<file path="config.mk">
export PLATFORM = sky130hd
export DESIGN_NAME = circle_pixel_writer
export DESIGN_NICKNAME = d
export VERILOG_FILES = /design/src/rtl/circle_pixel_writer.sv
export SDC_FILE = /design/constraint.sdc
export NUM_CORES = 1
export LEC_CHECK = 0
export CAP_MARGIN = 10
export CORE_UTILIZATION = 55
export CTS_CLUSTER_DIAMETER = 60
export CTS_CLUSTER_SIZE = 25
export DETAILED_ROUTE_END_ITERATION = 16
export GPL_TIMING_DRIVEN = 0
export PLACE_DENSITY = 0.83
export SYNTH_ARGS = -nofsm -noshare
export SYNTH_HDL_FRONTEND = slang
export SYNTH_SLANG_ARGS = --single-unit
</file>
<file path="constraint.sdc">
create_clock -name clk -period 4.7 [get_ports clk]
set_clock_uncertainty 0.1 [all_clocks]
set_input_delay 0.705 -clock clk [delete_from_list [all_inputs] [get_ports clk]]
set_output_delay 0.705 -clock clk [all_outputs]
set_load 0.005 [all_outputs]
</file>
<file path="src/rtl/circle_pixel_writer.sv">
// Clips rasterised circle points to the screen, converts them to linear framebuffer
// addresses, buffers them in a small FWFT FIFO and drains them over a we/ack handshake.
module circle_pixel_writer #(
  parameter int unsigned H_RES      = 160,
  parameter int unsigned V_RES      = 120,
  parameter int unsigned ADDR_W     = 15,
  parameter int unsigned COLOR_W    = 12,
  parameter int unsigned FIFO_DEPTH = 8
) (
  input  logic               clk,
  input  logic               reset,
  input  logic               start,
  input  logic               pt_valid,
  output logic               pt_ready,
  input  logic [8:0]         pt_x,
  input  logic [7:0]         pt_y,
  input  logic [COLOR_W-1:0] color,
  input  logic               src_done,
  output logic               fb_we,
  output logic [ADDR_W-1:0]  fb_addr,
  output logic [COLOR_W-1:0] fb_data,
  input  logic               fb_ack,
  output logic               busy,
  output logic               frame_done,
  output logic [15:0]        pix_count,
  output logic [15:0]        clip_count
);

  localparam int unsigned PTR_W   = (FIFO_DEPTH > 1) ? $clog2(FIFO_DEPTH) : 1;
  localparam int unsigned CNT_W   = PTR_W + 1;
  localparam int unsigned ENTRY_W = ADDR_W + COLOR_W;

  typedef enum logic [1:0] {
    S_IDLE  = 2'd0,
    S_RUN   = 2'd1,
    S_DRAIN = 2'd2,
    S_DONE  = 2'd3
  } state_e;

  state_e             state_q, state_d;
  logic [ENTRY_W-1:0] mem_q [FIFO_DEPTH];
  logic [PTR_W-1:0]   wr_ptr_q, wr_ptr_d;
  logic [PTR_W-1:0]   rd_ptr_q, rd_ptr_d;
  logic [CNT_W-1:0]   cnt_q, cnt_d;
  logic [15:0]        pix_q, pix_d;
  logic [15:0]        clip_q, clip_d;

  logic               fifo_full, fifo_empty;
  logic               accept, in_view, push, pop, clip;
  int                 pt_xs, pt_ys;
  logic [ADDR_W-1:0]  pt_addr;

  assign fifo_full  = (cnt_q == CNT_W'(FIFO_DEPTH));
  assign fifo_empty = (cnt_q == '0);

  // Signed clip test on the raw upstream coordinates
  assign pt_xs   = int'($signed(pt_x));
  assign pt_ys   = int'($signed(pt_y));
  assign in_view = (pt_xs >= 0) && (pt_xs < int'(H_RES)) &&
                   (pt_ys >= 0) && (pt_ys < int'(V_RES));
  assign pt_addr = (ADDR_W'(pt_y) * ADDR_W'(H_RES)) + ADDR_W'(pt_x);

  assign pt_ready = (state_q == S_RUN) && !fifo_full;
  assign accept   = pt_valid && pt_ready;
  assign push     = accept && in_view;
  assign clip     = accept && !in_view;
  assign pop      = fb_we && fb_ack;

  assign fb_we                = !fifo_empty;
  assign {fb_addr, fb_data}   = fifo_empty ? ENTRY_W'(0) : mem_q[rd_ptr_q];
  assign busy                 = (state_q == S_RUN) || (state_q == S_DRAIN);
  assign frame_done           = (state_q == S_DONE);
  assign pix_count            = pix_q;
  assign clip_count           = clip_q;

  always_comb begin
    state_d  = state_q;
    wr_ptr_d = wr_ptr_q;
    rd_ptr_d = rd_ptr_q;
    cnt_d    = cnt_q;
    pix_d    = pix_q;
    clip_d   = clip_q;

    case (state_q)
      S_IDLE: begin
        if (start) begin
          state_d = S_RUN;
          pix_d   = '0;
          clip_d  = '0;
        end
      end
      S_RUN:   if (src_done) state_d = S_DRAIN;
      S_DRAIN: if (fifo_empty) state_d = S_DONE;
      S_DONE:  state_d = S_IDLE;
      default: state_d = S_IDLE;
    endcase

    if (push) wr_ptr_d = wr_ptr_q + PTR_W'(1);
    if (pop)  rd_ptr_d = rd_ptr_q + PTR_W'(1);

    case ({push, pop})
      2'b10:   cnt_d = cnt_q + CNT_W'(1);
      2'b01:   cnt_d = cnt_q - CNT_W'(1);
      default: cnt_d = cnt_q;
    endcase

    // Counters stick at all-ones rather than wrapping
    if (pop && (pix_q != 16'hFFFF))   pix_d  = pix_q + 16'd1;
    if (clip && (clip_q != 16'hFFFF)) clip_d = clip_q + 16'd1;
  end

  always_ff @(posedge clk or posedge reset) begin
    if (reset) begin
      state_q  <= S_IDLE;
      wr_ptr_q <= '0;
      rd_ptr_q <= '0;
      cnt_q    <= '0;
      pix_q    <= '0;
      clip_q   <= '0;
    end else begin
      state_q  <= state_d;
      wr_ptr_q <= wr_ptr_d;
      rd_ptr_q <= rd_ptr_d;
      cnt_q    <= cnt_d;
      pix_q    <= pix_d;
      clip_q   <= clip_d;
    end
  end

  // Storage needs no reset: occupancy is tracked by cnt_q
  always_ff @(posedge clk) begin
    if (push) mem_q[wr_ptr_q] <= {pt_addr, color};
  end

endmodule

</file>
==> results of run 1 <==
## per-stage QoR
stage / instances / TNS, ns / utilization / worst slack, ns / hold WS (ns)
global route: 1099 / 0 / 0.6697 / 0.6095 / 0.2924
finish: 1099 / 0 / 0.6697 / 0.7114 / 0.2840
detailed placement: 1067 / 0 / 0.6398 / 0.6288 / 0.4134
CTS: 1099 / 0 / 0.6697 / 0.7327 / 0.2795
global placement: 1055 / -89.90 / 0.6256 / -1.483 / 0.4004
floorplan: 688 / 0 / - / 0.8818 / 0.3823
## per-layer routing
| layer | global-route usage | part of all wire | wire (um) |
|---|---|---|---|
| met5 | 0 | 0 | 0 |
| met4 | 0.06474 | 0.019 | 469 |
| met2 | 0.4110 | 0.53 | 12680 |
| met3 | 0.03448 | 0.064 | 1535 |
| met1 | 0.2909 | 0.39 | 9442 |
## synth_stat cells, types with 11 or more instances
cell type  instances  share of area
inv_1             14         0.0046
mux4_2            54           0.11
ha_1              27          0.030
nor2_1            42          0.014
nand3_1           28          0.012
nor3_1            13         0.0057
edfxtp_1         216           0.57
mux2i_1           27          0.024
a221o_1           11         0.0097
xnor2_1           13          0.010
nand2_1           28         0.0092
dfrtp_1           44          0.097
o21ai_0           17         0.0075
xor2_1            12         0.0092
clkbuf_1          11         0.0036
## area by class of cell
cell class | instances | area (um2)
Sequential cell | 260 | 7587
Fill cell | 1351 | 6704
Multi-Input combinational cell | 387 | 3664
Timing Repair Buffer | 109 | 1205
Clock buffer | 22 | 465.4
Tap cell | 270 | 337.8
Clock inverter | 10 | 142.6
Buffer | 25 | 133.9
Inverter | 16 | 60.06
## critical path: stages, from the launching register on
cell and delay, ns:
dfrtp_1 0.36, clkbuf_1 0.47, clkbuf_1 0.62, mux4_2 0.42, mux2i_1 0.24, nor2_1 0.08
clkdlybuf4s50_1 0.50
## registers in the layout, summed over array words and instances (netlist names)
register	flops
clip_count	16
mem_q	216
rd_ptr_q	3
wr_ptr_q	3
cnt_q	4
pix_count	16
state_q	2
## cell usage in the layout, fill, tap and decap left out, drive strengths merged, types with 3 or more instances in the layout
master / synthesis / layout
mux2i: 27 / 27
xnor2: 13 / 13
edfxtp: 216 / 216
a221oi: 3 / 3
o21ai: 17 / 17
nor3: 13 / 13
nand3: 29 / 29
nor2b: 6 / 6
nand4: 6 / 6
nand2: 29 / 29
a22o: 5 / 5
nand2b: 3 / 3
inv: 16 / 18
nor4: 11 / 11
or3: 4 / 4
mux4: 54 / 54
xor2: 12 / 12
clkbuf: 11 / 33
clkinv: 0 / 6
nor2: 43 / 43
a21oi: 10 / 10
or2: 3 / 3
and4: 6 / 6
buf: 14 / 26
clkdlybuf4s50: 0 / 97
and3: 9 / 9
a21o: 4 / 4
dfrtp: 44 / 44
a221o: 11 / 11
mux2: 3 / 3
nand3b: 4 / 4
and2: 9 / 9
nor3b: 3 / 3
ha: 27 / 27
a211o: 8 / 8
## power breakdown
group,internal [mW],leakage [nW],switching (mW)
sequential,2.64,2.53,0.101
clock,0.804,0.290,0.803
combinational,1.19,2.00,1.09
total,4.63,4.81,2.00
## cells by family after synthesis
kind of cell | share of synthesized area
flip-flops | 0.6662
AND/OR/NAND/NOR | 0.08612
adder cells (fa/ha/maj) | 0.03318
XOR/XNOR | 0.01922
multiplexers | 0.1335
AO/OA/AOI/OAI | 0.04482
buffers and inverters | 0.01703
## worst paths after layout
| kind | startpoint | endpoint | slack, ns | cells past startpoint |
|---|---|---|---|---|
| worst max-delay path | rd_ptr_q[1] | fb_addr[14] | 0.71 | 6 |
| worst min-delay path | reset | state_q[1] | 0.28 | 2 |
| worst max register to register | cnt_q[0] | mem_q[1][6] | 1.46 | 7 |
| worst min register to register | wr_ptr_q[0] | wr_ptr_q[0] | 0.43 | 1 |
| max in group asynchronous | reset | clip_count[1] | 3.78 | 3 |
| min in group clk | wr_ptr_q[0] | wr_ptr_q[0] | 0.43 | 1 |
==> metrics, run 1 <==
Avg Synthesized Cell Area 16.55 um2; total setup buffers inserted after CTS 0; endpoints failing setup 0; Final Max Tran Viols 0; pwr dens 487.2 nW/um2; mapped cell area 11390 um2; Final Hold Viols 0; Final min period 3.989 ns; number of synthesized flops with an enable pin 216; core region area 20300 um2; Clock Tree Buf Depth 3; GRT Residual Overflow 0; largest net degree at the start of global routing 44; critical path fanouts, max 10; min-delay worst type input pin to async pin; I/O pin count between 90 and 100; Top FF cell, synth edfxtp_1; Rows between 50 and 60; dpl cell area around 13000 um2; CTS Root Cell clkbuf_16; Post-Syn Nets 752; TritonCTS Buffers 18; layout overhead on the synthesized area 19.37%; drt pass-1 iters 5; CTS hold repair buffers 0; Synth async-reset ratio 0.1692; Mapped Cells 688; Clock transition at path regs around 0.080 ns; number of DRC markers in iteration 0 599; Worst Path Arrival 3.18 ns; YS warnings 0; share of cells above drive strength 1 0.1592; Die Ht 145.9 um; post-route cell area 13600 um2; CTS tree yes; first-pass GRT wire length ~38 mm; wire per inst 21.96 um; ANT nets after route 0; I/O Buffers 97; Clk Latency, worst-skew pair 0.51 ns; critical path endpoint category output port; Die Wd 145.9 um; relative slew slack 0.3044; CTS H-Tree Depth 1; initial antenna violation count 0; # diodes 0; status finished clean; routed vias/inst 6.105; die area 21290 um2; period utilization 0.8486; Setup crit start kind register; worst-margin pin slew 1.038 ns; max cap viols 0; post-layout net count 881; post-layout power 6.623 mW; drc violations 0; initial core utilization 0.5611; RePlAce Congestion 0.8832; final WL 24.13 mm; Peak Freq 0.2507 GHz; critical path class register to output port; Sink Count 260; post-CTS sizing 0; Lkg Pwr just under 5 nW; Critical Path RT 3.89 ns; number of global-route vias before repair 6941; Netlist cell types 56; share of the yosys chip area belonging to registers 0.6662; RSZ-0062 raised after global routing false; Peak VDD IR ~0.00030 V; gr usage total 0.2295; total number of vias 6709; post-DP HPWL 15.90 mm; #FFs+latches synth 260
No activity file was read; power rests on OpenSTA's default activity.
==> run 2: changes to the inputs <==
--- a/config.mk
+++ b/config.mk
@@ -6,7 +6,7 @@
 export NUM_CORES = 1
 export LEC_CHECK = 0
 export CAP_MARGIN = 10
-export CORE_UTILIZATION = 55
+export CORE_UTILIZATION = 52
 export CTS_CLUSTER_DIAMETER = 60
 export CTS_CLUSTER_SIZE = 25
 export DETAILED_ROUTE_END_ITERATION = 16
==> constraint.sdc (replaced) <==
create_clock -name clk -period 3.55 [get_ports clk]
set_clock_uncertainty 0.1 [all_clocks]
set_input_delay 0.5325 -clock clk [delete_from_list [all_inputs] [get_ports clk]]
set_output_delay 0.5325 -clock clk [all_outputs]
set_load 0.005 [all_outputs]
==> run 2 against run 1 <==
  * Core utilization down 2.5 points
  * Sequential power up 34%
  * Critical path type unchanged
  * Sequential share of layout area down 0.32 points
  * Register-to-register slack lost 0.87 ns
  * Largest cell class unchanged
  * Total power grew 35%
  * First-iteration DRC count decreased by 20%
  * Highest routed layer unchanged
  * Largest power group unchanged
  * Wire length decreased by 1.7%
  * Cell count is 0.18% higher
  * Sequential cell count unchanged
==> metrics, run 2 (synthesized netlist as in run 1, its figures left out) <==
pwr dens 652.3 nW/um2 (+34%); post-route cell area 13670 um2 (+0.57%); CTS Root Cell clkbuf_16; Setup crit start kind register; GRT Residual Overflow 0 (unchanged); layout overhead on the synthesized area 20.05%; commonest non-fill, non-tap cell in the layout edfxtp_1; CTS H-Tree Depth 1 (unchanged); area taken by multi-input logic gates 3684 um2 (+0.55%); RePlAce Congestion 0.8161 (-7.6%); P_int 6.243 mW (+35%); Peak VDD IR 0.0004194 V (+40%); commonest non-fill, non-tap cells in the layout edfxtp_1, clkdlybuf4s50_1, mux4_2; Clk Latency, worst-skew pair 0.51 ns (about the same); Die Ht 150.0 um (+2.8%); min-delay worst type input pin to async pin; Switching Share 0.3000 (-0.001338); Biggest register mem_q; Final Hold Viols 0 (unchanged); CTS hold repair buffers 0 (unchanged); Worst Path Arrival 2.75 ns (-0.43 ns); first-pass GRT wire length 36.63 mm (-2.4%); worst reg2reg path startpoint state_q[1]; RSZ-0062 raised after global routing false; drt pass-1 iters 5 (unchanged); Comb pwr share 0.335 (-0.009); post-layout power 8.919 mW (+35%); wire per inst 21.54 um (-1.9%); number of DRC markers in iteration 0 480 (-20%); Critical Path RT 2.92 ns (-0.97 ns); initial antenna violation count 0 (unchanged); Clock transition at path regs 0.09 ns (about the same); routed vias/inst 6.006 (-1.6%); TritonCTS Buffers 18 (unchanged); reg2reg path depth 7 (unchanged); dpl cell area 12960 um2 (-0.23%); CTS tree yes; Lkg Pwr 4.860 nW (+0.95%); NetSw 2.676 mW (+34%); largest net degree at the start of global routing 40 (-9.1%); initial core utilization 0.5367 (-0.02435); fin util 0.6443 (-0.02541); relative slew slack 0.3105 (+0.006141); ANT nets after route 0 (unchanged); Clock Tree Buf Depth 3 (unchanged); gr usage total 0.2183 (-0.01118); pre-CTS WS -0.3693 ns (-0.9981 ns); number of global-route vias before repair 6593 (-5.0%); share of cells above drive strength 1 0.1719 (+0.01268); I/O Buffers 97 (unchanged); fin cells 1101 (+0.18%); status finished clean; fillers 1476 (+9.3%); critical path class register to output port; setup ws final 0.1633 ns (-0.5481 ns); period utilization 0.9540; drc violations 0 (unchanged); post-DP HPWL 14.94 mm (-6.0%); clock share of power 0.255 (+0.012); Final Max Tran Viols 0 (unchanged); final WL 23.72 mm (-1.7%); reg2reg end mem_q[1][9]; post-layout net count 878 (-0.34%); Die Wd 150.0 um (+2.8%); reg2reg setup slack 0.59 ns (-0.87 ns); Sink Count 260 (unchanged); core region area 21220 um2 (+4.5%); critical path endpoint category output port; worst-margin pin slew 1.032 ns (-0.006005 ns); I/O pin count 98 (unchanged); Final min period 3.387 ns; # diodes 0 (unchanged); Placed Cells 1067 (unchanged); Peak Freq just under 0.3 GHz; critical path fanouts, max 10 (unchanged); max FFs per register 216 (unchanged); Seq pwr share 0.410 (-0.003); Rows 53 (+1.9%); die area 22500 um2 (+5.7%); total number of vias 6613 (-1.4%); FF/Latch Area 7587 um2 (unchanged); max cap viols 0 (unchanged); endpoints failing setup 0 (unchanged)
run 2: cell types whose count changed in the layout (fill, tap and decap cells not counted), sizes merged:
cell | previous run | this run
clkbuf | 33 | 34
clkinvlp | 1 | 0
inv | 18 | 20
buf | 26 | 22
clkinv | 6 | 5
run 2: final cells by class:
| cell class | instances | area share |
|---|---|---|
| inverter | 16 | 0.004392 |
| timing repair buffer | 107 | 0.08620 |
| sequential | 260 | 0.5549 |
| multi-input combinational | 387 | 0.2694 |
| clock inverter | 10 | 0.01226 |
| tap | 275 | 0.02516 |
| buffer | 24 | 0.01135 |
| clock buffer | 22 | 0.03633 |
run 2: worst max path at each step:
stage,startpoint,to
after floorplan,pt_x[5],mem_q[7][0]
after global placement,pt_x[6],mem_q[7][13]
after detailed placement,pt_y[1],mem_q[3][26]
after CTS,rd_ptr_q[0],fb_addr[11]
after global routing,rd_ptr_q[0],fb_addr[13]
final,rd_ptr_q[0],fb_addr[6]
run 2: routing by layer:
metal	wire length, um	vias up	GRT usage	part of all wire
met5	0	-	0	0
li1	-	2987	-	-
met3	1478	32	0.03049	0.062
met1	9755	3364	0.2956	0.41
met4	438	0	0.06162	0.018
met2	12040	230	0.3704	0.51
run 2: critical path, stage by stage (launching register included):
cell and delay (ns):
dfrtp_1 0.38, clkbuf_4 0.27, buf_4 0.29, mux4_2 0.54, mux2i_1 0.22, nor2_1 0.07, clkdlybuf4s50_1 0.47
run 2: repair_timing:
item / CTS / global route
pin swaps: 1 / 0
gates cloned: 0 / 0
setup endpoints to repair: 27 / 22
setup buffers: 3 / 0
gates resized for setup: 13 / 2
run 2: metrics by stage:
| step | setup TNS, ns | hold slack [ns] |
|---|---|---|
| floorplan | 0 | 0.3823 |
| global placement | -232.30 | 0.4060 |
| detailed placement | -6.177 | 0.4170 |
| CTS | 0 | 0.1209 |
| global route | 0 | 0.1456 |
| finish | 0 | 0.1278 |
run 2: power by group through the flow:
stage / Sequential (mW) / Combinational (mW) / Clock (mW)
6_report: 3.66 / 2.99 / 2.27
5_1_grt: 3.68 / 3.25 / 2.40
4_1_cts: 3.66 / 3.04 / 2.30
3_5_place_dp: 3.69 / 2.99 / 0
3_3_place_gp: 3.68 / 2.90 / 0
2_1_floorplan: 3.66 / 1.81 / 0
